===== config.mk =====
export PLATFORM = sky130hd
export DESIGN_NAME = right_line_writer
export DESIGN_NICKNAME = d
export VERILOG_FILES = /design/src/rtl/right_line_writer.sv
export SDC_FILE = /design/constraint.sdc
export NUM_CORES = 1
export LEC_CHECK = 0
export CELL_PAD_IN_SITES_DETAIL_PLACEMENT = 0
export CELL_PAD_IN_SITES_GLOBAL_PLACEMENT = 1
export CORE_MARGIN = 2
export CORE_UTILIZATION = 33
export CTS_CLUSTER_DIAMETER = 150
export DETAILED_ROUTE_END_ITERATION = 8
export PLACE_DENSITY_LB_ADDON = 0.1
export SYNTH_ARGS = -nofsm -noshare
export SYNTH_HDL_FRONTEND = slang
export SYNTH_SLANG_ARGS = --single-unit

===== constraint.sdc =====
create_clock -name clock -period 2.1 [get_ports clock]
set_clock_uncertainty 0.2 [all_clocks]
set_input_delay 0.63 -clock clock [delete_from_list [all_inputs] [get_ports clock]]
set_output_delay 0.63 -clock clock [all_outputs]
set_load 0.03 [all_outputs]

===== src/rtl/right_line_writer.sv =====
// right_line_writer: port-A write controller for the right-image line buffer.
// Fills one line, pulses rea, then holds off the stream until the reader's sweep ends.
`default_nettype none

module right_line_writer #(
  parameter int LINE_LEN = 704,
  parameter int AW       = 10,
  parameter int DW       = 8
) (
  input  logic          clock,
  input  logic          resetn,
  input  logic [DW-1:0] pix_in,
  input  logic          pix_valid,
  output logic          pix_ready,
  input  logic          line_sync,
  input  logic          rd_busy,
  output logic [AW-1:0] addra,
  output logic [DW-1:0] dina,
  output logic          wea,
  output logic          rea,
  output logic          line_err
);

  typedef enum logic [1:0] {
    FILL      = 2'd0,
    HANDOFF   = 2'd1,
    WAIT_ACK  = 2'd2,
    WAIT_DONE = 2'd3
  } state_t;

  localparam logic [AW-1:0] LAST    = AW'(LINE_LEN - 1);
  localparam logic [AW-1:0] CNT_ONE = AW'(1);

  state_t        state_q, state_d;
  logic [AW-1:0] wr_cnt_q, wr_cnt_d;
  logic [AW-1:0] addra_q, addra_d;
  logic [DW-1:0] dina_q, dina_d;
  logic          wea_q, wea_d;
  logic          rea_q, rea_d;
  logic          pix_ready_q, pix_ready_d;
  logic          line_err_q, line_err_d;
  logic          acc;
  logic          restart;

  always_comb begin
    state_d     = state_q;
    wr_cnt_d    = wr_cnt_q;
    addra_d     = addra_q;
    dina_d      = dina_q;
    wea_d       = 1'b0;
    rea_d       = 1'b0;
    pix_ready_d = pix_ready_q;
    line_err_d  = line_err_q;

    acc     = pix_valid & pix_ready_q;
    // A mid-line sync restarts the line; the sync pixel itself becomes pixel 0.
    restart = line_sync & (wr_cnt_q != '0);

    if (acc) begin
      wea_d   = 1'b1;
      dina_d  = pix_in;
      addra_d = restart ? '0 : wr_cnt_q;
    end

    case (state_q)
      FILL: begin
        pix_ready_d = 1'b1;
        if (acc) begin
          if (restart) begin
            wr_cnt_d   = CNT_ONE;
            line_err_d = 1'b1;
          end else if (wr_cnt_q == LAST) begin
            wr_cnt_d    = '0;
            pix_ready_d = 1'b0;
            state_d     = HANDOFF;
          end else begin
            wr_cnt_d = wr_cnt_q + CNT_ONE;
          end
        end
      end
      HANDOFF: begin
        rea_d       = 1'b1;
        pix_ready_d = 1'b0;
        state_d     = WAIT_ACK;
      end
      WAIT_ACK: begin
        pix_ready_d = 1'b0;
        if (rd_busy) state_d = WAIT_DONE;
      end
      WAIT_DONE: begin
        pix_ready_d = ~rd_busy;
        if (!rd_busy) state_d = FILL;
      end
      default: begin
        pix_ready_d = 1'b0;
        state_d     = FILL;
      end
    endcase
  end

  always_ff @(posedge clock) begin
    if (!resetn) begin
      state_q     <= FILL;
      wr_cnt_q    <= '0;
      addra_q     <= '0;
      dina_q      <= '0;
      wea_q       <= 1'b0;
      rea_q       <= 1'b0;
      pix_ready_q <= 1'b0;
      line_err_q  <= 1'b0;
    end else begin
      state_q     <= state_d;
      wr_cnt_q    <= wr_cnt_d;
      addra_q     <= addra_d;
      dina_q      <= dina_d;
      wea_q       <= wea_d;
      rea_q       <= rea_d;
      pix_ready_q <= pix_ready_d;
      line_err_q  <= line_err_d;
    end
  end

  assign pix_ready = pix_ready_q;
  assign addra     = addra_q;
  assign dina      = dina_q;
  assign wea       = wea_q;
  assign rea       = rea_q;
  assign line_err  = line_err_q;

endmodule

`default_nettype wire


==> flow_summary.yaml <==
flow_run:
  cap_violations: 0
yosys:
  avgSynthCellArea_um2: 8.37
  yosys-top-cells-area: "dfxtp_1 44%, nand2_1 8.0%, a21oi_1 6.8%"
  ys_seq_area_share_pct: 43.7
  synth_edf_count: 0
  syn_inst: 186
  synth_top_area_share_pct: 43.7
  synth_fp_nets: 206
  synth.most_common_cell: "dfxtp_1"
  yosysWarnings: 0
  synth-seq-cells: 34
  ys.flop_type: "dfxtp_1"
  synth_cell_type_count: 35
  syn-cell-area_mm2: 0.00156
  yosysTopAreaCell: "dfxtp_1"
  async_flop_share_pct: 0
  synth_commonest_cells: "34 x dfxtp_1, 33 x nand2_1, 21 x a21oi_1"
run_status:
  violations: "negative setup slack"
  status: "complete, but fails checks"
final_layout:
  nNetsFinal: 260
  finalNonFillerCells: 293
  area_delta_synth_final_pct: 44.7
  n_antenna_cell: 0
  drive_gt1_share_pct: 18.7
  finish.utilization_pct: 50.7
cts:
  root_buffer: "clkbuf_8"
  cts_setup_buffers: 0
  htreeDepth: 2
  clk_latency_ns: 0.29
  clockBufferDepth: 2
  clock-sinks: 34
  clkTransAtPathRegs_ns: 0.07
  numCtsBuffers: 5
  cts_hold_buf: 0
  tritoncts: "done"
timing:
  hold_viol: 0
  tightest_slew_ns: 0.507
  worst_slack_ns: -0.00725
  drv_slew: 0
  period_minus_slack_ns: 2.11
  rsz0062_at_grt: "yes"
  max_slew_margin_pct: 65.9
  max_freq_mhz: 475
  fin_crit_sh_pct: 100
  finalSetupViolCount: 1
worst_setup_path:
  start_kind: "flip-flop"
  critPathKind: "flip-flop to flip-flop"
  rr_startpoint: "wr_cnt_q[0]"
  crit_fanout: 7
  cp-startpoint: "wr_cnt_q[0]"
  slowest_stage: "or4b_4"
  critPathArrivalTime_ns: 2.10
  cp_data_required_time_ns: 2.09
  reg2reg_to: "pix_ready"
  cp_cell_sequence: "inv_2, ha_4, or4b_4, o31ai_4, buf_6, a31oi_4, o21a_1"
  crit_path_max_incr_delay_ns: 0.47
  worstSetupEndpointType: "flip-flop"
  r2r_setup_slack_ns: -0.007
  reg2regPathDepth: 7
detailed_routing:
  via_count: 1530
  drc_errors: 0
  dr.pass1.iters: 4
  viasPerCell: 5.22
  wirelength_um: 4100
  post_drt_wl_per_cell_um: 14.0
  drt_iter0_drc: 116
  ant_nets: 0
global_routing:
  grt_max_degree: 19
  grtUsageTotal_pct: 16.9
  grt_pass1_vias: 1513
  overflow: 0
  antenna_found_initial: 0
  grt_first_pass_wirelength_um: 6910
floorplanning:
  ioPinCount: 35
  die_area_mm2: 0.00528
  initial_utilization_pct: 35.0
  coreArea_mm2: 0.00444
  die_x_um: 72.7
  rows: 24
  die_h_um: 72.7
placed_design:
  place.port_buffers: 34
  finalWeightedCongestion: 0.816
  dp_cells: 285
  post-dp-hpwl_um: 3000
hold_path:
  holdCritPathClass: "flip-flop to flip-flop"
  hp-start: "dina[6]"
  hold_depth: 2
  min_to: "dina[6]"
power_and_ir_drop:
  pwr_density_cell_mw_per_mm2: 631
  peakVddDrop_v: 0.000374
  leakagePower_nw: 0.960
==> cells by family (layout without fill, tap and decap cells) <==
logic type	count (synthesis)	count (layout)	synth area share [%]
compound gates	37	37	14.8
xor+xnor	3	3	1.69
fa+ha+maj	7	7	5.63
buf+inv	16	71	4.34
flops	34	34	43.7
mux	3	3	1.93
simple gates	86	86	27.9
==> area by class of cell <==
type,instances,area [um^2]
tap,52,65.1
clock buffer,5,68.8
multi-input combinational,136,860
sequential,34,683
inverter,6,22.5
fill,433,2190
timing repair buffer,57,513
clock inverter,3,40.0
==> critical path, delay by kind of cell (launching register included) <==
family	cells	cell delay (ns)
compound gates	3	0.64
simple gates	1	0.47
flops	1	0.32
buf+inv	2	0.26
fa+ha+maj	1	0.11
==> state kept, by name, summed over array words and instances (netlist names) <==
| signal | count |
|---|---|
| pix_ready | 1 |
| rea | 1 |
| line_err | 1 |
| addra | 10 |
| wr_cnt_q | 10 |
| dina | 8 |
| wea | 1 |
| state_q | 2 |
==> power by group <==
part	switching [W]	total, W	leakage, nW	internal, W
sequential	0.00000589	0.000663	0.276	0.000657
clock	0.000250	0.000600	0.0579	0.000349
combinational	0.0000870	0.000158	0.626	0.0000706
==> repair_timing <==
action	CTS	global route
pin swaps	1	12
resized for setup	20	16
cloned	0	0
setup endpoints to repair	23	11
==> routing by layer <==
| metal | up-vias | track usage (%) | wire (um) |
|---|---|---|---|
| met5 | - | 0 | 0 |
| met3 | 6 | 4.56 | 210 |
| met1 | 718 | 19.7 | 1730 |
| li1 | 760 | - | - |
| met4 | 0 | 5.97 | 37 |
| met2 | 46 | 29.6 | 2120 |
==> placed cells by master (no fill, tap or decap), types with 2 or more instances in the layout <==
cell,count
nand4_1,3
nand3_1,8
dfxtp_2,2
inv_2,3
dfxtp_1,32
nor2_1,11
nand3b_1,2
buf_6,2
clkbuf_8,5
nand2_1,33
o21a_1,2
ha_1,6
xnor2_1,3
nor3_1,7
clkinv_2,2
a21oi_1,20
o21ai_0,3
nor4_1,3
nor3b_1,9
inv_1,3
a31oi_1,4
dlymetal6s2s_1,2
and2_1,2
mux2i_1,3
buf_4,20
clkdlybuf4s50_1,12
dlygate4sd2_1,20
==> worst max-delay path by stage <==
stage / to / slack (ns) / cells after the start
global placement: wr_cnt_q[9] / -0.19 / 6
global route: pix_ready / -0.07 / 7
finish: pix_ready / -0.007 / 7
CTS: rea / 0.004 / 1
floorplan: state_q[0] / 0.07 / 6
detailed placement: wr_cnt_q[8] / -0.19 / 5
==> through the flow <==
stage	TNS [ns]	power (W)	hold WS (ns)	setup WS (ns)	area, um^2
finish	-0.00725	0.00142	0.255	-0.00725	2250
global route	-0.231	0.00148	0.279	-0.0689	2250
CTS	0	0.00143	0.260	0.00434	2190
detailed placement	-0.908	0.000835	0.253	-0.194	2100
global placement	-0.657	0.000832	0.242	-0.190	2100
floorplan	0	0.000755	0.271	0.0726	1560
Power figures use the tool's default switching activity.
